$ cat src/rtl/ssd_pkg.sv
// Shared types and 7-segment glyph constants for the message scheduler.
// Segments are packed {g,f,e,d,c,b,a} and are active-low.
package ssd_pkg;

  typedef enum logic {
    LIVE = 1'b0,
    MSG  = 1'b1
  } state_t;

  typedef logic [3:0][6:0] disp_t;

  localparam logic [6:0] SEG_0     = 7'h40;
  localparam logic [6:0] SEG_1     = 7'h79;
  localparam logic [6:0] SEG_2     = 7'h24;
  localparam logic [6:0] SEG_3     = 7'h30;
  localparam logic [6:0] SEG_4     = 7'h19;
  localparam logic [6:0] SEG_5     = 7'h12;
  localparam logic [6:0] SEG_6     = 7'h02;
  localparam logic [6:0] SEG_7     = 7'h78;
  localparam logic [6:0] SEG_8     = 7'h00;
  localparam logic [6:0] SEG_9     = 7'h10;
  localparam logic [6:0] SEG_DASH  = 7'h3F;
  localparam logic [6:0] SEG_BLANK = 7'h7F;
  localparam logic [6:0] SEG_E     = 7'h06;
  localparam logic [6:0] SEG_R     = 7'h2F;
  localparam logic [6:0] SEG_G     = 7'h42;
  localparam logic [6:0] SEG_O     = 7'h23;
  localparam logic [6:0] SEG_D     = 7'h21;
  localparam logic [6:0] SEG_F     = 7'h0E;
  localparam logic [6:0] SEG_A     = 7'h08;
  localparam logic [6:0] SEG_I     = 7'h79;
  localparam logic [6:0] SEG_L     = 7'h47;

  localparam disp_t BLANK_DISP = {4{SEG_BLANK}};

  // Leftmost character sits in element [3].
  localparam disp_t MSG_TABLE [0:7] = '{
    {SEG_E,     SEG_R,     SEG_R,     SEG_BLANK},
    {SEG_G,     SEG_O,     SEG_O,     SEG_D},
    {SEG_F,     SEG_A,     SEG_I,     SEG_L},
    {SEG_DASH,  SEG_DASH,  SEG_DASH,  SEG_DASH},
    BLANK_DISP,
    BLANK_DISP,
    BLANK_DISP,
    BLANK_DISP
  };

endpackage

$ cat src/rtl/seg7_decode.sv
// BCD digit to active-low 7-segment glyph; non-decimal codes show a dash.
module seg7_decode
  import ssd_pkg::*;
(
  input  logic [3:0] bcd,
  output logic [6:0] seg
);

  always_comb begin
    seg = SEG_DASH;
    case (bcd)
      4'd0:    seg = SEG_0;
      4'd1:    seg = SEG_1;
      4'd2:    seg = SEG_2;
      4'd3:    seg = SEG_3;
      4'd4:    seg = SEG_4;
      4'd5:    seg = SEG_5;
      4'd6:    seg = SEG_6;
      4'd7:    seg = SEG_7;
      4'd8:    seg = SEG_8;
      4'd9:    seg = SEG_9;
      default: seg = SEG_DASH;
    endcase
  end

endmodule

$ cat src/rtl/ssd_msg_sched.sv
// Shows a live 4-digit BCD value, or a timed/blinking canned message on request.
// All outputs are registered from next-state values, so they follow inputs by one cycle.
module ssd_msg_sched
  import ssd_pkg::*;
#(
  parameter int CLK_PER_MS = 100000,
  parameter int BLINK_MS   = 250
) (
  input  logic            clk,
  input  logic            rst,
  input  logic [3:0][3:0] live_bcd,
  input  logic            msg_req,
  input  logic [2:0]      msg_id,
  input  logic [15:0]     msg_ms,
  input  logic            msg_blink,
  input  logic            msg_clr,
  output logic            msg_ack,
  output logic            msg_done,
  output logic [3:0][6:0] ssd_out
);

  localparam logic [19:0] PRESC_LAST = 20'(CLK_PER_MS - 1);
  localparam logic [9:0]  BLINK_LAST = 10'(BLINK_MS - 1);

  logic [19:0] presc;
  logic        ms_tick;

  state_t      state, state_n;
  logic [15:0] hold, hold_n;
  logic [2:0]  id_q, id_n;
  logic        blink_q, blink_n;
  logic        phase_on, phase_n;
  logic [9:0]  bcnt, bcnt_n;
  logic        ack_n, done_n;
  disp_t       live_seg, live_disp, disp_n;
  logic [3:1]  lead_zero;

  assign ms_tick = (presc == PRESC_LAST);

  always_ff @(posedge clk) begin
    if (rst || ms_tick) presc <= '0;
    else                presc <= presc + 20'd1;
  end

  for (genvar i = 0; i < 4; i++) begin : g_dec
    seg7_decode u_dec (
      .bcd (live_bcd[i]),
      .seg (live_seg[i])
    );
  end

  // Leading zeros blank from the left; the units digit always shows.
  always_comb begin
    lead_zero[3] = (live_bcd[3] == 4'd0);
    lead_zero[2] = lead_zero[3] && (live_bcd[2] == 4'd0);
    lead_zero[1] = lead_zero[2] && (live_bcd[1] == 4'd0);
    live_disp[0] = live_seg[0];
    for (int i = 1; i < 4; i++)
      live_disp[i] = lead_zero[i] ? SEG_BLANK : live_seg[i];
  end

  always_comb begin
    state_n = state;
    hold_n  = hold;
    id_n    = id_q;
    blink_n = blink_q;
    phase_n = phase_on;
    bcnt_n  = bcnt;
    ack_n   = 1'b0;
    done_n  = 1'b0;
    if (msg_req) begin
      state_n = MSG;
      hold_n  = msg_ms;
      id_n    = msg_id;
      blink_n = msg_blink;
      phase_n = 1'b1;
      bcnt_n  = '0;
      ack_n   = 1'b1;
    end else if (state == MSG) begin
      if (msg_clr) begin
        state_n = LIVE;
        hold_n  = '0;
      end else if (ms_tick) begin
        // A zero hold never reaches here as a countdown: it means hold forever.
        if (hold == 16'd1) begin
          state_n = LIVE;
          hold_n  = '0;
          done_n  = 1'b1;
        end else if (hold != 16'd0) begin
          hold_n = hold - 16'd1;
        end
        if (blink_q) begin
          if (bcnt == BLINK_LAST) begin
            bcnt_n  = '0;
            phase_n = ~phase_on;
          end else begin
            bcnt_n = bcnt + 10'd1;
          end
        end
      end
    end
    if (state_n == MSG) disp_n = phase_n ? MSG_TABLE[id_n] : BLANK_DISP;
    else                disp_n = live_disp;
  end

  // Output stage boundary: state and display register together.
  always_ff @(posedge clk) begin
    if (rst) begin
      state    <= LIVE;
      hold     <= '0;
      id_q     <= '0;
      blink_q  <= 1'b0;
      phase_on <= 1'b1;
      bcnt     <= '0;
      msg_ack  <= 1'b0;
      msg_done <= 1'b0;
      ssd_out  <= BLANK_DISP;
    end else begin
      state    <= state_n;
      hold     <= hold_n;
      id_q     <= id_n;
      blink_q  <= blink_n;
      phase_on <= phase_n;
      bcnt     <= bcnt_n;
      msg_ack  <= ack_n;
      msg_done <= done_n;
      ssd_out  <= disp_n;
    end
  end

endmodule
$ cat config.mk
export PLATFORM = sky130hd
export DESIGN_NAME = ssd_msg_sched
export DESIGN_NICKNAME = d
export VERILOG_FILES = /design/src/rtl/ssd_pkg.sv /design/src/rtl/seg7_decode.sv /design/src/rtl/ssd_msg_sched.sv
export SDC_FILE = /design/constraint.sdc
export NUM_CORES = 1
export LEC_CHECK = 0
export CELL_PAD_IN_SITES_DETAIL_PLACEMENT = 1
export CELL_PAD_IN_SITES_GLOBAL_PLACEMENT = 1
export CORE_MARGIN = 3
export CORE_UTILIZATION = 41
export DETAILED_ROUTE_END_ITERATION = 10
export PLACE_DENSITY_LB_ADDON = 0.1
export REMOVE_ABC_BUFFERS = 1
export SETUP_SLACK_MARGIN = 0.2
export SLEW_MARGIN = 20
export SYNTH_ARGS = -nofsm -noshare
export SYNTH_HDL_FRONTEND = slang
export SYNTH_HIERARCHICAL = 1
export SYNTH_SLANG_ARGS = --single-unit
$ cat constraint.sdc
create_clock -name clk -period 2.9 [get_ports clk]
set_clock_uncertainty 0.15 [all_clocks]
set_input_delay 0.725 -clock clk [delete_from_list [all_inputs] [get_ports clk]]
set_output_delay 0.725 -clock clk [all_outputs]
set_load 0.01 [all_outputs]
==> results of run 1 <==
[sequential cells by signal, summed over array words and instances, names as in the netlist]
register	flops
ssd_out	28
presc	20
hold	16
bcnt	10
id_q	3
blink_q	1
msg_ack	1
msg_done	1
phase_on	1
state	1
[synthesized netlist by cell type (10+ instances only)]
library cell,number
a22oi_1,25
nor2_1,59
or4_1,11
o21ai_0,10
nand2_1,34
inv_1,40
xor2_1,12
clkbuf_1,15
nor3_1,18
a21oi_1,33
dfxtp_1,82
nand3_1,23
a2bb2oi_1,12
nand4_1,14
ha_1,30
nand2b_1,14
xnor2_1,10
[per-stage QoR]
stage	std cells	setup WS, ns	total power, mW	hold slack [ns]
floorplan	555	0.4528	1.501	0.2675
global placement	790	0.07274	1.755	0.2811
detailed placement	790	-0.06045	1.772	0.2977
CTS	806	0.3231	3.066	0.3066
global route	806	0.2483	3.180	0.3358
finish	806	0.3817	3.041	0.3137
[routing by layer]
layer  vias up  routed length (microns)  share of wire  global-route usage
met5         -                        0              0                   0
met4         0                      261          0.019             0.09624
met3        21                      414          0.030             0.03081
met2        74                     7013           0.50              0.3769
met1      2197                     6282           0.45              0.2711
li1       2252                        -              -                   -
[worst register-to-register path, delay by kind of cell (launching register included)]
kind | cells | cell delay (ns)
and+or+nand+nor | 3 | 1.14
AOI/OAI and AO/OA | 2 | 0.65
DFF | 1 | 0.38
[kinds of logic after synthesis]
| family | Yosys count |
|---|---|
| XOR/XNOR | 22 |
| flip-flops | 82 |
| buffers and inverters | 70 |
| AO/OA/AOI/OAI | 126 |
| adder cells (fa/ha/maj) | 30 |
| multiplexers | 8 |
| AND/OR/NAND/NOR | 247 |
[cell type report]
type	count	area (sq um)	share of cell area
Clock inverter	4	72.57	0.01176
Multi-Input combinational cell	433	2970	0.4813
Sequential cell	82	1642	0.2660
Tap cell	143	178.9	0.02899
Inverter	40	150.1	0.02433
Timing Repair Buffer	92	890.9	0.1444
Clock buffer	12	266.5	0.04319
[power by group]
group	internal, mW	switching [mW]	total [mW]
registers	1.18	0.0466	1.23
clock network	0.823	0.468	1.29
logic	0.261	0.260	0.521
total	2.27	0.775	3.04
[cell usage in the layout (no fill, tap or decap), types with 11 or more instances in the layout]
master,netlist,layout
inv_1,40,40
ha_1,30,30
nand2b_1,14,14
nor2_1,59,59
xor2_1,12,12
clkdlybuf4s50_1,0,68
dfxtp_1,82,82
a22oi_1,25,25
nor3_1,18,18
nand4_1,14,14
buf_4,0,21
nand3_1,23,23
nand2_1,34,34
a21oi_1,33,33
or4_1,11,11
a2bb2oi_1,12,12
[timing repair]
item                                    in CTS  in global routing
hold buffers                                 0                  0
endpoints found under the setup margin       0                 10
setup buffers                                0                  0
gates resized for setup                      0                  3
[how the worst max path moves through the flow]
stage                   from          end  depth (start not counted)
finish               msg_clr      bcnt[9]                          6
global route        presc[0]     hold[14]                          7
CTS                  msg_req  ssd_out[15]                          6
detailed placement   msg_req  ssd_out[18]                          6
global placement     msg_req  ssd_out[17]                          7
floorplan           presc[0]     hold[14]                          6
==> out/qor.csv, run 1 <==
stage,metric,value,unit
run,Max-Cap Viols,0,
setup_path,R2R Path End,ssd_out[15],
sta,Least-Margin Pin Slew,0.5135,ns
sta,unrepaired setup endpoints after global routing,false,
sta,f_max,397.1,MHz
routing,DR vias/cell,5.638,
setup_path,Worst EP required,3.02,ns
routing,DRC,0,
power_and_ir_drop,PwrDens,492.8,nW/um^2
final_layout,fin util,0.5336,
floorplanning,Rows,39,
synthesis,Post-Syn Area per Cell,8.405,sq um
setup_path,CP Data Arrival Time,2.64,ns
clock_tree,CTS buffer count,9,
setup_path,R2R Setup Slk,0.44,ns
final_layout,Fill cells,1370,
setup_path,Critical path buffers and inverters,1,
setup_path,"delay-heaviest family, CP",simple AND/OR/NAND/NOR gates,
routing,initial DRC count,274,
routing,detailed-route wire length per cell,17.33,microns
setup_path,CP Launch Type,input pin,
global_route,Tot GR Track Use,0.2185,
power_and_ir_drop,Static Leak,2.464,nW
routing,DR vias,4544,
synthesis,library cells used by synthesis,66,
setup_path,CP Capture Type,register,
final_layout,final instance area,6171,sq um
synthesis,ys async rst share,0,
sta,final setup fails,0,
outcome,outcome,completed,
sta,Final Critical Period,2.518,ns
hold_path,Hold Path Class,reg2reg,
floorplanning,Initial Util,0.4252,
global_route,gr ovfl total,0,
synthesis,"Top FF cell, synth",dfxtp_1,
synthesis,Synth Area in Adders,0.07634,
setup_path,"Cell Chain, Critical Path","clkdlybuf4s50_1, nand3b_1, nor3_1, nand4_2, or4_1, a21oi_1",
synthesis,Post-synth EDFFs,0,
final_layout,Syn-to-layout area delta,25.50,%
setup_path,"Max stage delay cell, worst path",or4_1,
clock_tree,CTS Buffer Depth,2,
place,Post-Place Cell Area,5817,sq um
floorplanning,die footprint,13340,sq um
routing,Final Routed Wirelength,13.97,mm
sta,"Slew Viols, Final",0,
synthesis,mux contribution to synthesized area,0.01628,
global_route,first-pass GRT wire length,23.29,mm
sta,Tcrit/Tclk final,0.8684,
synthesis,Synth Cell Area,4917,sq um
floorplanning,I/O pins,70,
power_and_ir_drop,peak supply drop,0.2796,mV
synthesis,Yosys top cell by area,dfxtp_1,
place,RePlAce Congestion,0.8313,
hold_path,min-delay src,presc[0],
synthesis,post-synthesis compound-gate area fraction,0.1779,
synthesis,largest family of logic cells by synthesized area,simple AND/OR/NAND/NOR gates,
clock_tree,CTS tree,done,
hold_path,hold path depth,1,
global_route,vias in the first global route,4772,
setup_path,peak per-stage delay on the critical path,0.57,ns
sta,Slew headroom,0.6577,
floorplanning,Die X,115.5,microns
routing,first drt pass iteration count,4,
synthesis,Synth top area share,0.3338,
clock_tree,clk root buf,clkbuf_16,
floorplanning,Chip Height,115.5,microns
synthesis,Mapped Cells,585,
global_route,antenna violations before repair,0,
synthesis,Synth Area in Simple Gates,0.2919,
place,hpwl dp,10.38,mm
setup_path,R2R depth,5,
setup_path,worst r2r src,presc[8],
clock_tree,"CTS clk-pin slew, worst paths",0.06,ns
final_layout,Diodes inserted,0,
final_layout,layout cells sized above 1,0.08296,
setup_path,critical path type,in2reg,
synthesis,post-synthesis xor/xnor area fraction,0.03919,
synthesis,#FFs+latches synth,82,
synthesis,top post-synthesis cells by area,"dfxtp_1, ha_1, nor2_1",
place,port bufs,69,
hold_path,Hold EP,presc[0],
sta,final hold vios,0,
clock_tree,CTS sink count,82,
synthesis,sequential area share after synthesis,0.3338,
global_route,maximum number of pins on one net before global-route repair,28,
routing,Antenna Violating Nets Remaining,0,
floorplanning,core area,11560,sq um
setup_path,worst-path fanout max,12,
clock_tree,H-tree levels,3,
final_layout,Nets,728,
clock_tree,Clock Latency Late Sink,0.34,ns
sta,Setup TNS Final,0,ns
synthesis,YS warnings,6,
No activity file was read; power rests on OpenSTA's default activity.
==> run 2: changes to the inputs <==
--- a/config.mk
+++ b/config.mk
@@ -8,8 +8,9 @@
 export CELL_PAD_IN_SITES_DETAIL_PLACEMENT = 1
 export CELL_PAD_IN_SITES_GLOBAL_PLACEMENT = 1
 export CORE_MARGIN = 3
-export CORE_UTILIZATION = 41
+export CORE_UTILIZATION = 48
 export DETAILED_ROUTE_END_ITERATION = 10
+export DONT_BUFFER_PORTS = 1
 export PLACE_DENSITY_LB_ADDON = 0.1
 export REMOVE_ABC_BUFFERS = 1
 export SETUP_SLACK_MARGIN = 0.2
==> constraint.sdc (replaced) <==
create_clock -name clk -period 2.9 [get_ports clk]
set_clock_uncertainty 0.15 [all_clocks]
set_input_delay 0.58 -clock clk [delete_from_list [all_inputs] [get_ports clk]]
set_output_delay 0.58 -clock clk [all_outputs]
set_load 0.01 [all_outputs]
==> out/qor.csv, run 2 (synthesis results as in run 1) <==
stage,metric,value,unit,change
final_layout,final instance area,5210,sq um,-16%
setup_path,CP Capture Type,register,,
routing,initial DRC count,153,,-44%
floorplanning,core area,9864,sq um,-15%
sta,Tcrit/Tclk final,0.8546,,-0.01380
setup_path,CP Launch Type,register,,
routing,DR vias/cell,5.890,,+4.5%
clock_tree,CTS Buffer Depth,2,,unchanged
setup_path,critical path type,reg2reg,,
routing,Final Routed Wirelength,12.58,mm,-9.9%
floorplanning,Rows,36,,-7.7%
power_and_ir_drop,peak supply drop,0.1922,mV,-31%
global_route,maximum number of pins on one net before global-route repair,35,,+25%
floorplanning,I/O pins,70,,unchanged
routing,DRC,0,,unchanged
final_layout,biggest regs,"ssd_out (28), presc (20), hold (16)",,
clock_tree,CTS buffer count,9,,unchanged
global_route,first-pass GRT wire length,21.17,mm,-9.1%
setup_path,CP Data Arrival Time,2.59,ns,-0.05 ns
sta,"Slew Viols, Final",0,,unchanged
place,Post-Place Cell Area,4984,sq um,-14%
outcome,outcome,completed,,
clock_tree,number of gates resized after cts,0,,unchanged
hold_path,Hold Path Class,in2reg,,
final_layout,Nets,645,,-11%
routing,detailed-route wire length per cell,17.67,microns,+1.9%
sta,Least-Margin Pin Slew,0.6856,ns,+0.1721 ns
power_and_ir_drop,Power Total,2.469,mW,-19%
floorplanning,Die X,107.2,microns,-7.2%
clock_tree,CTS sink count,82,,unchanged
clock_tree,"CTS clk-pin slew, worst paths",0.09,ns,+0.03 ns
clock_tree,H-tree levels,3,,unchanged
final_layout,Diodes inserted,0,,unchanged
sta,final setup fails,0,,unchanged
setup_path,Worst EP required,3.01,ns,about the same
sta,final hold vios,0,,unchanged
sta,Slew headroom,0.5429,,-0.1147
final_layout,most flop-heavy register,ssd_out,,
run,Max-Cap Viols,0,,unchanged
routing,DR vias,4194,,-7.7%
global_route,vias in the first global route,4380,,-8.2%
global_route,antenna violations before repair,0,,unchanged
routing,first drt pass iteration count,5,,+1
floorplanning,die footprint,11500,sq um,-14%
sta,hold slack,0.1359,ns,-0.1778 ns
final_layout,Syn-to-layout area delta,5.954,%,
routing,Antenna Violating Nets Remaining,0,,unchanged
final_layout,layout cells sized above 1,0.06908,,-0.01387
sta,unrepaired setup endpoints after global routing,false,,
clock_tree,clk root buf,clkbuf_8,,
setup_path,worst-path fanout max,17,,+5
place,hpwl dp,9.068,mm,-13%
place,Place WS,0.3379,ns,+0.3983 ns
final_layout,fin util,0.5282,,-0.005435
global_route,Tot GR Track Use,0.2272,,+0.008738
setup_path,R2R Setup Slk,0.42,ns,-0.02 ns
power_and_ir_drop,PwrDens,474.0,nW/um^2,-3.8%
clock_tree,Clock Latency Late Sink,0.35,ns,about the same
sta,Final Critical Period,2.478,ns,-0.04001 ns
sta,Setup TNS Final,0,ns,unchanged
place,Cells after DPL,697,,-12%
clock_tree,postcts setup bufs,0,,unchanged
place,RePlAce Congestion,0.8232,,-0.97%
final_layout,max FFs per register,28,,unchanged
clock_tree,CTS tree,done,,
final_layout,"most common cell after layout, fill and taps aside",dfxtp_1,,
final_layout,Register Area,1642,sq um,unchanged
global_route,gr ovfl total,0,,unchanged
floorplanning,Chip Height,107.2,microns,-7.2%
final_layout,area of the multi-input gates,2973,sq um,about the same
sta,f_max,403.5,MHz,+1.6%
final_layout,Fill cells,1187,,-13%
sta,"Worst Setup Slack, final",0.4217,ns,+0.04002 ns
place,port bufs,0,,-100%
final_layout,most frequent cells in the layout,"dfxtp_1, nor2_1, inv_1",,
power_and_ir_drop,Static Leak,2.041,nW,-17%
clock_tree,Hold Buf Count CTS,0,,unchanged
floorplanning,Initial Util,0.4985,,+0.07329
final_layout,Layout Cells excl Fill,712,,-12%
==> run 2: cell type report <==
| cell class | instances | share of cell area |
|---|---|---|
| sequential | 82 | 0.3151 |
| tap | 133 | 0.03194 |
| inverter | 40 | 0.02882 |
| multi-input combinational | 433 | 0.5706 |
| timing repair buffer | 9 | 0.01297 |
| clock inverter | 3 | 0.008886 |
| clock buffer | 12 | 0.03170 |
==> run 2: metal layers <==
metal	vias up	GRT usage	part of all wire
met2	78	0.3825	0.49
met3	15	0.05238	0.042
met1	2022	0.2809	0.45
met4	0	0.08767	0.017
met5	-	0	0
li1	2079	-	-
==> run 2: final timing paths <==
check,endpoint,start,cells after the start
hold reg to reg,presc[0],presc[0],1
setup / recovery,hold[14],presc[1],7
hold / removal,id_q[2],rst,1
setup reg to reg,hold[14],presc[1],7
==> run 2: worst max-delay path, cell delays in order, from the launching register on <==
cell and delay [ns]:
dfxtp_1 0.37, ha_1 0.26, nand4_4 0.18, or3_4 0.46, nor4b_4 0.27, buf_4 0.28
a22oi_1 0.13, a311oi_1 0.28
==> run 2: power breakdown <==
part           switching, mW  internal (mW)  total (mW)
Combinational          0.179          0.149       0.328
Clock                  0.430          0.468       0.898
Sequential            0.0625           1.18        1.24
